[config.mk]
export PLATFORM = sky130hd
export DESIGN_NAME = alu_arbiter
export DESIGN_NICKNAME = d
export VERILOG_FILES = /design/src/rtl/alu_pkg.sv /design/src/rtl/alu_core.sv /design/src/rtl/alu_arbiter.sv
export SDC_FILE = /design/constraint.sdc
export NUM_CORES = 1
export LEC_CHECK = 0
export ABC_CLOCK_PERIOD_IN_PS = 5200
export BUFFER_PORTS_ARGS = -buffer_cell sky130_fd_sc_hd__buf_4
export CAP_MARGIN = 20
export CORE_ASPECT_RATIO = 0.6
export CORE_MARGIN = 2
export CORE_UTILIZATION = 47
export DETAILED_ROUTE_END_ITERATION = 12
export PLACE_DENSITY = 0.7
export SLEW_MARGIN = 20
export SYNTH_ARGS = -nofsm -noshare
export SYNTH_HDL_FRONTEND = slang
export SYNTH_SLANG_ARGS = --single-unit
[constraint.sdc]
create_clock -name clk -period 5.2 [get_ports clk]
set_clock_uncertainty 0.05 [all_clocks]
set_input_delay 0.52 -clock clk [delete_from_list [all_inputs] [get_ports clk]]
set_output_delay 0.52 -clock clk [all_outputs]
set_load 0.02 [all_outputs]
[src/rtl/alu_pkg.sv]
// Shared constants and types for the two-requester ALU arbiter.
// Holds the datapath width, op-code encoding and FSM state type.
package alu_pkg;

    localparam int ALU_W = 12;

    localparam logic [3:0] OP_SHR = 4'd0;
    localparam logic [3:0] OP_SHL = 4'd1;
    localparam logic [3:0] OP_AND = 4'd2;
    localparam logic [3:0] OP_OR  = 4'd3;
    localparam logic [3:0] OP_XOR = 4'd4;
    localparam logic [3:0] OP_NOT = 4'd5;
    localparam logic [3:0] OP_ADD = 4'd6;
    localparam logic [3:0] OP_SUB = 4'd7;
    localparam logic [3:0] OP_MUL = 4'd8;

    // Index of the last multiplier bit handled by the shift-add sequencer.
    localparam logic [3:0] MUL_LAST = 4'd11;

    typedef enum logic [1:0] {
        ST_IDLE,
        ST_EXEC,
        ST_MUL,
        ST_RESP
    } state_t;

endpackage

[src/rtl/alu_core.sv]
// Combinational 12-bit ALU for ops 0-7 with carry, sign and overflow flags.
// Ops outside 0-7 yield zero result and flags; the caller flags them illegal.
module alu_core
    import alu_pkg::*;
(
    input  logic [ALU_W-1:0] a,
    input  logic [ALU_W-1:0] b,
    input  logic [3:0]       op,
    output logic [ALU_W-1:0] z,
    output logic             cout,
    output logic             sign,
    output logic             ov
);

    logic [ALU_W:0] sum;
    logic [ALU_W:0] diff;

    always_comb begin
        // NOTE: every output gets a default first so no path leaves a latch.
        z    = '0;
        cout = 1'b0;
        ov   = 1'b0;
        sum  = {1'b0, a} + {1'b0, b};
        diff = {1'b0, a} + {1'b0, ~b} + (ALU_W+1)'(1);
        case (op)
            OP_SHR: z = a >> 1;
            OP_SHL: z = b << 1;
            OP_AND: z = a & b;
            OP_OR:  z = a | b;
            OP_XOR: z = a ^ b;
            OP_NOT: z = ~a;
            OP_ADD: begin
                z    = sum[ALU_W-1:0];
                cout = sum[ALU_W];
                ov   = (a[ALU_W-1] == b[ALU_W-1]) && (sum[ALU_W-1] != a[ALU_W-1]);
            end
            OP_SUB: begin
                z    = diff[ALU_W-1:0];
                cout = diff[ALU_W];
                ov   = (a[ALU_W-1] != b[ALU_W-1]) && (diff[ALU_W-1] != a[ALU_W-1]);
            end
            default: ;
        endcase
        sign = z[ALU_W-1];
    end

endmodule

[src/rtl/alu_arbiter.sv]
// Two-requester ALU front end: round-robin grant, one op in flight, registered response.
// Define ALU_ARBITER_MUL_EN to build the 12-cycle shift-add multiplier for op 8.
module alu_arbiter
    import alu_pkg::*;
(
    input  logic             clk,
    input  logic             rst,
    input  logic             req0_valid,
    output logic             req0_ready,
    input  logic [ALU_W-1:0] req0_a,
    input  logic [ALU_W-1:0] req0_b,
    input  logic [3:0]       req0_op,
    input  logic             req1_valid,
    output logic             req1_ready,
    input  logic [ALU_W-1:0] req1_a,
    input  logic [ALU_W-1:0] req1_b,
    input  logic [3:0]       req1_op,
    output logic             rsp_valid,
    input  logic             rsp_ready,
    output logic             rsp_id,
    output logic [ALU_W-1:0] rsp_z,
    output logic             rsp_cout,
    output logic             rsp_sign,
    output logic             rsp_ov,
    output logic             rsp_err
);

    state_t           state;
    logic             ptr;
    logic [ALU_W-1:0] a_q, b_q;
    logic [3:0]       op_q;
    logic             id_q;

    logic             gnt_any, gnt_id;
    logic [ALU_W-1:0] a_sel, b_sel;
    logic [3:0]       op_sel;

    logic [ALU_W-1:0] core_z;
    logic             core_cout, core_sign, core_ov;

    // On contention the pointer picks the winner; a lone requester always wins.
    always_comb begin
        gnt_any = req0_valid | req1_valid;
        gnt_id  = 1'b0;
        if (req0_valid && req1_valid) gnt_id = ptr;
        else if (req1_valid)          gnt_id = 1'b1;
        a_sel  = gnt_id ? req1_a  : req0_a;
        b_sel  = gnt_id ? req1_b  : req0_b;
        op_sel = gnt_id ? req1_op : req0_op;
    end

    assign req0_ready = !rst && (state == ST_IDLE) && req0_valid && !gnt_id;
    assign req1_ready = !rst && (state == ST_IDLE) && req1_valid &&  gnt_id;

    alu_core u_core (
        .a    (a_q),
        .b    (b_q),
        .op   (op_q),
        .z    (core_z),
        .cout (core_cout),
        .sign (core_sign),
        .ov   (core_ov)
    );

`ifdef ALU_ARBITER_MUL_EN
    logic [2*ALU_W-1:0] prod, mcand, prod_next;
    logic [3:0]         cnt;

    assign prod_next = prod + (b_q[0] ? mcand : '0);
`endif

    // NOTE: sequential state uses non-blocking assignments only, so every register
    // samples the values from before the edge regardless of statement order.
    always_ff @(posedge clk) begin
        if (rst) begin
            state     <= ST_IDLE;
            ptr       <= 1'b0;
            rsp_valid <= 1'b0;
            rsp_id    <= 1'b0;
            rsp_z     <= '0;
            rsp_cout  <= 1'b0;
            rsp_sign  <= 1'b0;
            rsp_ov    <= 1'b0;
            rsp_err   <= 1'b0;
`ifdef ALU_ARBITER_MUL_EN
            cnt       <= '0;
`endif
        end else begin
            // NOTE: operand/op/id registers are loaded before use, so they carry no reset.
            case (state)
                ST_IDLE: begin
                    if (gnt_any) begin
                        a_q  <= a_sel;
                        b_q  <= b_sel;
                        op_q <= op_sel;
                        id_q <= gnt_id;
                        if (req0_valid && req1_valid) ptr <= ~gnt_id;
`ifdef ALU_ARBITER_MUL_EN
                        prod  <= '0;
                        mcand <= {{ALU_W{1'b0}}, a_sel};
                        cnt   <= '0;
                        state <= (op_sel == OP_MUL) ? ST_MUL : ST_EXEC;
`else
                        state <= ST_EXEC;
`endif
                    end
                end
                ST_EXEC: begin
                    rsp_valid <= 1'b1;
                    rsp_id    <= id_q;
                    if (op_q > OP_SUB) begin
                        rsp_z    <= '0;
                        rsp_cout <= 1'b0;
                        rsp_sign <= 1'b0;
                        rsp_ov   <= 1'b0;
                        rsp_err  <= 1'b1;
                    end else begin
                        rsp_z    <= core_z;
                        rsp_cout <= core_cout;
                        rsp_sign <= core_sign;
                        rsp_ov   <= core_ov;
                        rsp_err  <= 1'b0;
                    end
                    state <= ST_RESP;
                end
`ifdef ALU_ARBITER_MUL_EN
                ST_MUL: begin
                    if (cnt == MUL_LAST) begin
                        rsp_valid <= 1'b1;
                        rsp_id    <= id_q;
                        rsp_z     <= prod_next[ALU_W-1:0];
                        rsp_cout  <= |prod_next[2*ALU_W-1:ALU_W];
                        rsp_ov    <= |prod_next[2*ALU_W-1:ALU_W];
                        rsp_sign  <= prod_next[ALU_W-1];
                        rsp_err   <= 1'b0;
                        cnt       <= '0;
                        state     <= ST_RESP;
                    end else begin
                        prod  <= prod_next;
                        mcand <= mcand << 1;
                        b_q   <= b_q >> 1;
                        cnt   <= cnt + 4'd1;
                    end
                end
`endif
                ST_RESP: begin
                    if (rsp_ready) begin
                        rsp_valid <= 1'b0;
                        state     <= ST_IDLE;
                    end
                end
                default: state <= ST_IDLE;
            endcase
        end
    end

endmodule

==> results_dict.tcl, run 1 <==
set metrics [dict create \
    drive_gt1_share_pct 19.25 \
    hpwl_um 10060 \
    port_buffers 80 \
    die_h_um 76.97 \
    synth_commonest_cells "nand2_1, inv_1, ha_1" \
    cts_buffer_depth 2 \
    start_util_pct 48.74 \
    routed_wl_um 12870 \
    post_cts_resized 0 \
    hp-class "input pin to register" \
    synth_most_common_cell "nand2_1" \
    ys_seq_area_share_pct 30.48 \
    slew-limit-headroom_pct 38.65 \
    rows 26 \
    path_cells "buf_4 -> inv_1 -> o21ai_2 -> buf_4 -> inv_1 -> nor4_1 -> buf_4" \
    fin_crit_ns 2.798 \
    die_w_um 125.6 \
    start_kind "input pin" \
    crit_top_cell "buf_4" \
    syn-num-nets 622 \
    num-fill-cells 786 \
    clock.fmax_mhz 357.4 \
    gr-total-overflow 0 \
    fin_cells 699 \
    place_ws_ns 2.391 \
    coreArea_mm2 0.008556 \
    ys_types 68 \
    netlist_instances 522 \
    rsz0062_at_grt "no" \
    place_inst 691 \
    postRouteAntennaNets 0 \
    arrival_ns 2.23 \
    areaGrowthSynthToFinish_pct 19.68 \
    cts_max_level 2 \
    tightest_slew_ns 0.9192 \
    required_ns 4.63 \
    power_frac_comb_pct 32.6 \
    cts_setup_buffers 0 \
    synth_warnings 0 \
    syn-cell-area_mm2 0.004170 \
    multi_input_area_mm2 0.002619 \
    cts.clk_slew.worst_paths_ns 0.06 \
    vias_per_cell 5.671 \
    drc_errors 0 \
    numCtsBuffers 5 \
    yosys.area.top_type_share_pct 20.88 \
    clk_latency_ns 0.29 \
    vdd_drop_max_v 0.0001134 \
    synth-async-reset-ratio_pct 0 \
    powerDensity_mw_per_mm2 241.0 \
    worstPathMaxFanout 30 \
    drt_iter0_markers 442 \
    avgSynthCellArea_um2 7.989 \
    hold_viol 0 \
    antenna_found_initial 1 \
    status "completed" \
    slowest_stage "inv_1" \
    finalWorstSetupSlack_ns 2.402 \
    holdBufCountCts 0 \
    total_leakage_power_nw 2.294 \
    p_switching_uw 401.6 \
    maxCapViolCount 0 \
    clock_sinks 49 \
    hold_slack_ns 0.4006 \
    dr.pass1.iters 5 \
    grt_pass1_vias 3834 \
    synth_area_leaders "edfxtp_1, ha_1, nand2_1, dfxtp_1, a21oi_1" \
    power_mw 1.203 \
    power_frac_seq_pct 39.2 \
    regArea_mm2 0.001271 \
    yosys.area.top_type "edfxtp_1" \
    swShare_pct 33.38 \
    synth_ff_type "edfxtp_1" \
    worst-setup-path-type "input pin to output port" \
    crit_path_end_kind "output port" \
    tns_ns 0 \
    r2r_slack_ns 2.47 \
    grt_pass1_wl_um 20760 \
    cts-root-buf "clkbuf_16" \
    setup_viol 0 \
    synth_edf_count 29 \
    die_area_mm2 0.009667 \
    diodes 0 \
    synth_seq_cells 49 \
    track_usage_pct 27.37 \
    vias 3964 \
    wl_per_cell_um 18.41 \
    fin_nets 686 \
    cts_tree "yes" \
    ioPinCount 81 \
    power.share.clock_pct 28.2 \
    drv_slew 0 \
    max_stage_delay_ns 0.49 \
    fin_crit_sh_pct 53.80 \
    gp_congestion 0.9736 \
    grt_max_degree 33 \
    p_int_uw 801.5 \
]
==> sequential cells by signal, indices dropped and copies added, names as in the netlist, 2 cells and up <==
name,count
rsp_z,12
b_q,12
a_q,12
op_q,4
state,2
==> path summary, 6_finish.rpt <==
kind	start	to	cells after the start
hold reg to reg	rsp_valid	rsp_valid	2
hold / removal	rsp_ready	state[1]	2
setup / recovery	req0_valid	req0_ready	7
setup reg to reg	a_q[4]	rsp_ov	8
==> power groups by stage <==
stage / Clock (mW) / Combinational (mW) / Sequential [mW]
2_1_floorplan: 0 / 0.242 / 0.485
3_3_place_gp: 0 / 0.381 / 0.477
3_5_place_dp: 0 / 0.383 / 0.480
4_1_cts: 0.346 / 0.385 / 0.471
5_1_grt: 0.363 / 0.430 / 0.476
6_report: 0.339 / 0.392 / 0.472
==> through the flow <==
stage	area [um^2]	utilization (%)
global placement	4835	56.51
CTS	4985	58.26
finish	4991	58.34
detailed placement	4835	56.51
global route	4991	58.34
floorplan	4170	-
==> worst max-delay path, delay by kind of cell <==
kind | cells | cell delay, ns
compound gates | 1 | 0.11
simple gates | 1 | 0.42
buf+inv | 5 | 1.15
==> layout make-up <==
| class | count | area share (%) |
|---|---|---|
| Multi-Input combinational cell | 400 | 52.47 |
| Sequential cell | 49 | 25.47 |
| Timing Repair Buffer | 86 | 12.94 |
| Inverter | 44 | 3.309 |
| Clock buffer | 8 | 3.008 |
| Tap cell | 112 | 2.808 |
==> placed cells by master, fill, tap and decap left out, drive strengths merged, types with 5 or more instances in the layout <==
cell type  instances
nor2b              5
dfxtp             20
o21bai             6
ha                37
or3                6
clkbuf             8
nor3               9
nand3              5
buf               86
xnor2              5
nand2            119
a22o               6
inv               44
o21ai             21
edfxtp            29
o211ai            12
mux2i             10
nand2b             5
a211oi             5
o22ai              7
a21oi             34
nor2              31
==> layer usage <==
layer	track usage, %	up-vias	wire (um)
li1	-	1973	-
met1	42.13	1766	6302
met5	0	-	0
met4	3.111	0	59
met3	9.839	9	1667
met2	37.24	216	4843
==> logic make-up after synthesis <==
family,count (synthesis),share of synthesized area (%)
flops,49,30.48
compound gates,138,22.83
xor+xnor,6,1.260
fa+ha+maj,39,12.06
buf+inv,73,7.081
simple gates,202,21.45
mux,15,4.831
(Power assumes the default switching activity.)
==> run 2: changes to the inputs <==
Settings changed: ABC_CLOCK_PERIOD_IN_PS 5200 to 2500, PLACE_DENSITY 0.7 to 0.72.
Clock period 5.2 ns to 2.5 ns, I/O delays scaled along.
==> results_dict.tcl, run 2 (synthesized netlist as in run 1, its figures left out) <==
set metrics [dict create \
    status "completed" \
    drive_gt1_share_pct 26.86 \
    cts_max_level 2 \
    arrival_ns 2.54 \
    final_common_cell "buf_4" \
    dr.pass1.iters 7 \
    hp-class "input pin to register" \
    finalWorstSetupSlack_ns 0.07839 \
    cts.clk_slew.worst_paths_ns 0.07 \
    antenna_found_initial 0 \
    path_cells "inv_2 -> ha_1 -> o21a_1 -> a21o_1 -> a211oi_1 -> o21ai_0 -> xnor2_1 -> o211ai_1" \
    timing.rr.start "a_q[2]" \
    clock_sinks 49 \
    holdBufCountCts 0 \
    gp_congestion 0.9684 \
    max_stage_delay_ns 0.44 \
    drc_errors 0 \
    coreArea_mm2 0.008556 \
    areaGrowthSynthToFinish_pct 30.03 \
    worstPathMaxFanout 6 \
    reg.largest.list "a_q x12, b_q x12, rsp_z x12" \
    postRouteAntennaNets 0 \
    fin_crit_sh_pct 96.86 \
    crit_path_end_kind "register" \
    rows 26 \
    rsz0062_at_grt "no" \
    fin_crit_ns 2.422 \
    hold_viol 0 \
    die_w_um 125.6 \
    die_h_um 76.97 \
    start_util_pct 48.74 \
    hold_start "rsp_ready" \
    vias 4330 \
    clk_latency_ns 0.30 \
    wl_per_cell_um 19.21 \
    hpwl_um 11080 \
    diodes 0 \
    maxCapViolCount 0 \
    drt_iter0_markers 425 \
    worst-setup-path-type "register to register" \
    hold_slack_ns 0.1187 \
    numCtsBuffers 5 \
    start_kind "register" \
    tightest_slew_ns 0.7755 \
    grt_max_degree 31 \
    place_ws_ns -0.05312 \
    cts_tree "yes" \
    slowest_stage "edfxtp_1" \
    cts-root-buf "clkbuf_16" \
    grt_pass1_wl_um 22710 \
    die_area_mm2 0.009667 \
    routed_wl_um 14310 \
    setup_viol 0 \
    vias_per_cell 5.812 \
    cts_buffer_depth 2 \
    port_buffers 80 \
    drv_slew 0 \
    vdd_drop_max_v 0.0003702 \
    required_ns 2.62 \
    powerDensity_mw_per_mm2 506.7 \
    gr-total-overflow 0 \
    track_usage_pct 30.22 \
    fin_nets 732 \
    startpoint "a_q[2]" \
    ioPinCount 81 \
    grt_pass1_vias 4100 \
    total_leakage_power_nw 2.534 \
    clock.fmax_mhz 412.9 \
    final_cell_mix "buf_4, nand2_1, inv_1" \
    slew-limit-headroom_pct 48.30 \
]
run 2: cell types whose count changed in the layout (fill, tap and decap cells not counted), moves of 2 or more:
cell,change
buf_4,+46
a21oi_1,-3
a21oi_2,+3
ha_1,-3
ha_4,+2
o21ai_0,-2
run 2: repair_timing:
action | 4_1_cts | 5_1_grt
setup buffers | 0 | 1
resized for setup | 1 | 13
pin swaps | 0 | 2
endpoints found under the setup margin | 1 | 7
gates cloned | 0 | 0
run 2: layout make-up:
type | instances | area, um^2
clock buffer | 7 | 143.9
clock inverter | 1 | 30.03
fill | 745 | 3133
multi-input combinational | 400 | 2681
inverter | 44 | 165.2
sequential | 49 | 1271
tap | 112 | 140.1
timing repair buffer | 132 | 991.0
run 2: critical path: cells and delay by family (launching register included):
kind | cells | cell delay [ns]
flip-flops | 1 | 0.44
AO/OA/AOI/OAI | 5 | 1.06
buffers and inverters | 1 | 0.09
adder cells (fa/ha/maj) | 1 | 0.40
XOR/XNOR | 1 | 0.25
run 2: final timing paths:
check | endpoint | depth (start not counted) | slack (ns)
worst max-delay path | rsp_z[9] | 8 | 0.08
worst min-delay path | state[1] | 2 | 0.12
worst max register to register | rsp_z[9] | 8 | 0.08
worst min register to register | rsp_z[1] | 2 | 0.40
run 2: report_power, final:
part | total [mW] | internal, mW | switching [mW]
sequential | 0.988 | 0.926 | 0.0619
clock | 0.811 | 0.504 | 0.307
combinational | 0.948 | 0.416 | 0.532
total | 2.75 | 1.85 | 0.901
run 2: through the flow:
stage | setup TNS [ns] | utilization [%] | total power [mW] | cells | area, um^2
2_1_floorplan | 0 | - | 1.513 | 522 | 4175
3_3_place_gp | -0.0009692 | 60.53 | 1.891 | 736 | 5179
3_5_place_dp | -0.05312 | 60.53 | 1.901 | 736 | 5179
4_1_cts | 0 | 62.65 | 2.719 | 744 | 5360
5_1_grt | 0 | 63.38 | 2.875 | 745 | 5423
6_report | 0 | 63.38 | 2.748 | 745 | 5423
run 2: metal layers:
metal | up-vias | wire, um | track usage, %
li1 | 2064 | - | -
met1 | 1979 | 7053 | 46.70
met2 | 259 | 5432 | 40.97
met3 | 28 | 1584 | 9.002
met4 | 0 | 244 | 6.333
met5 | - | 0 | 0
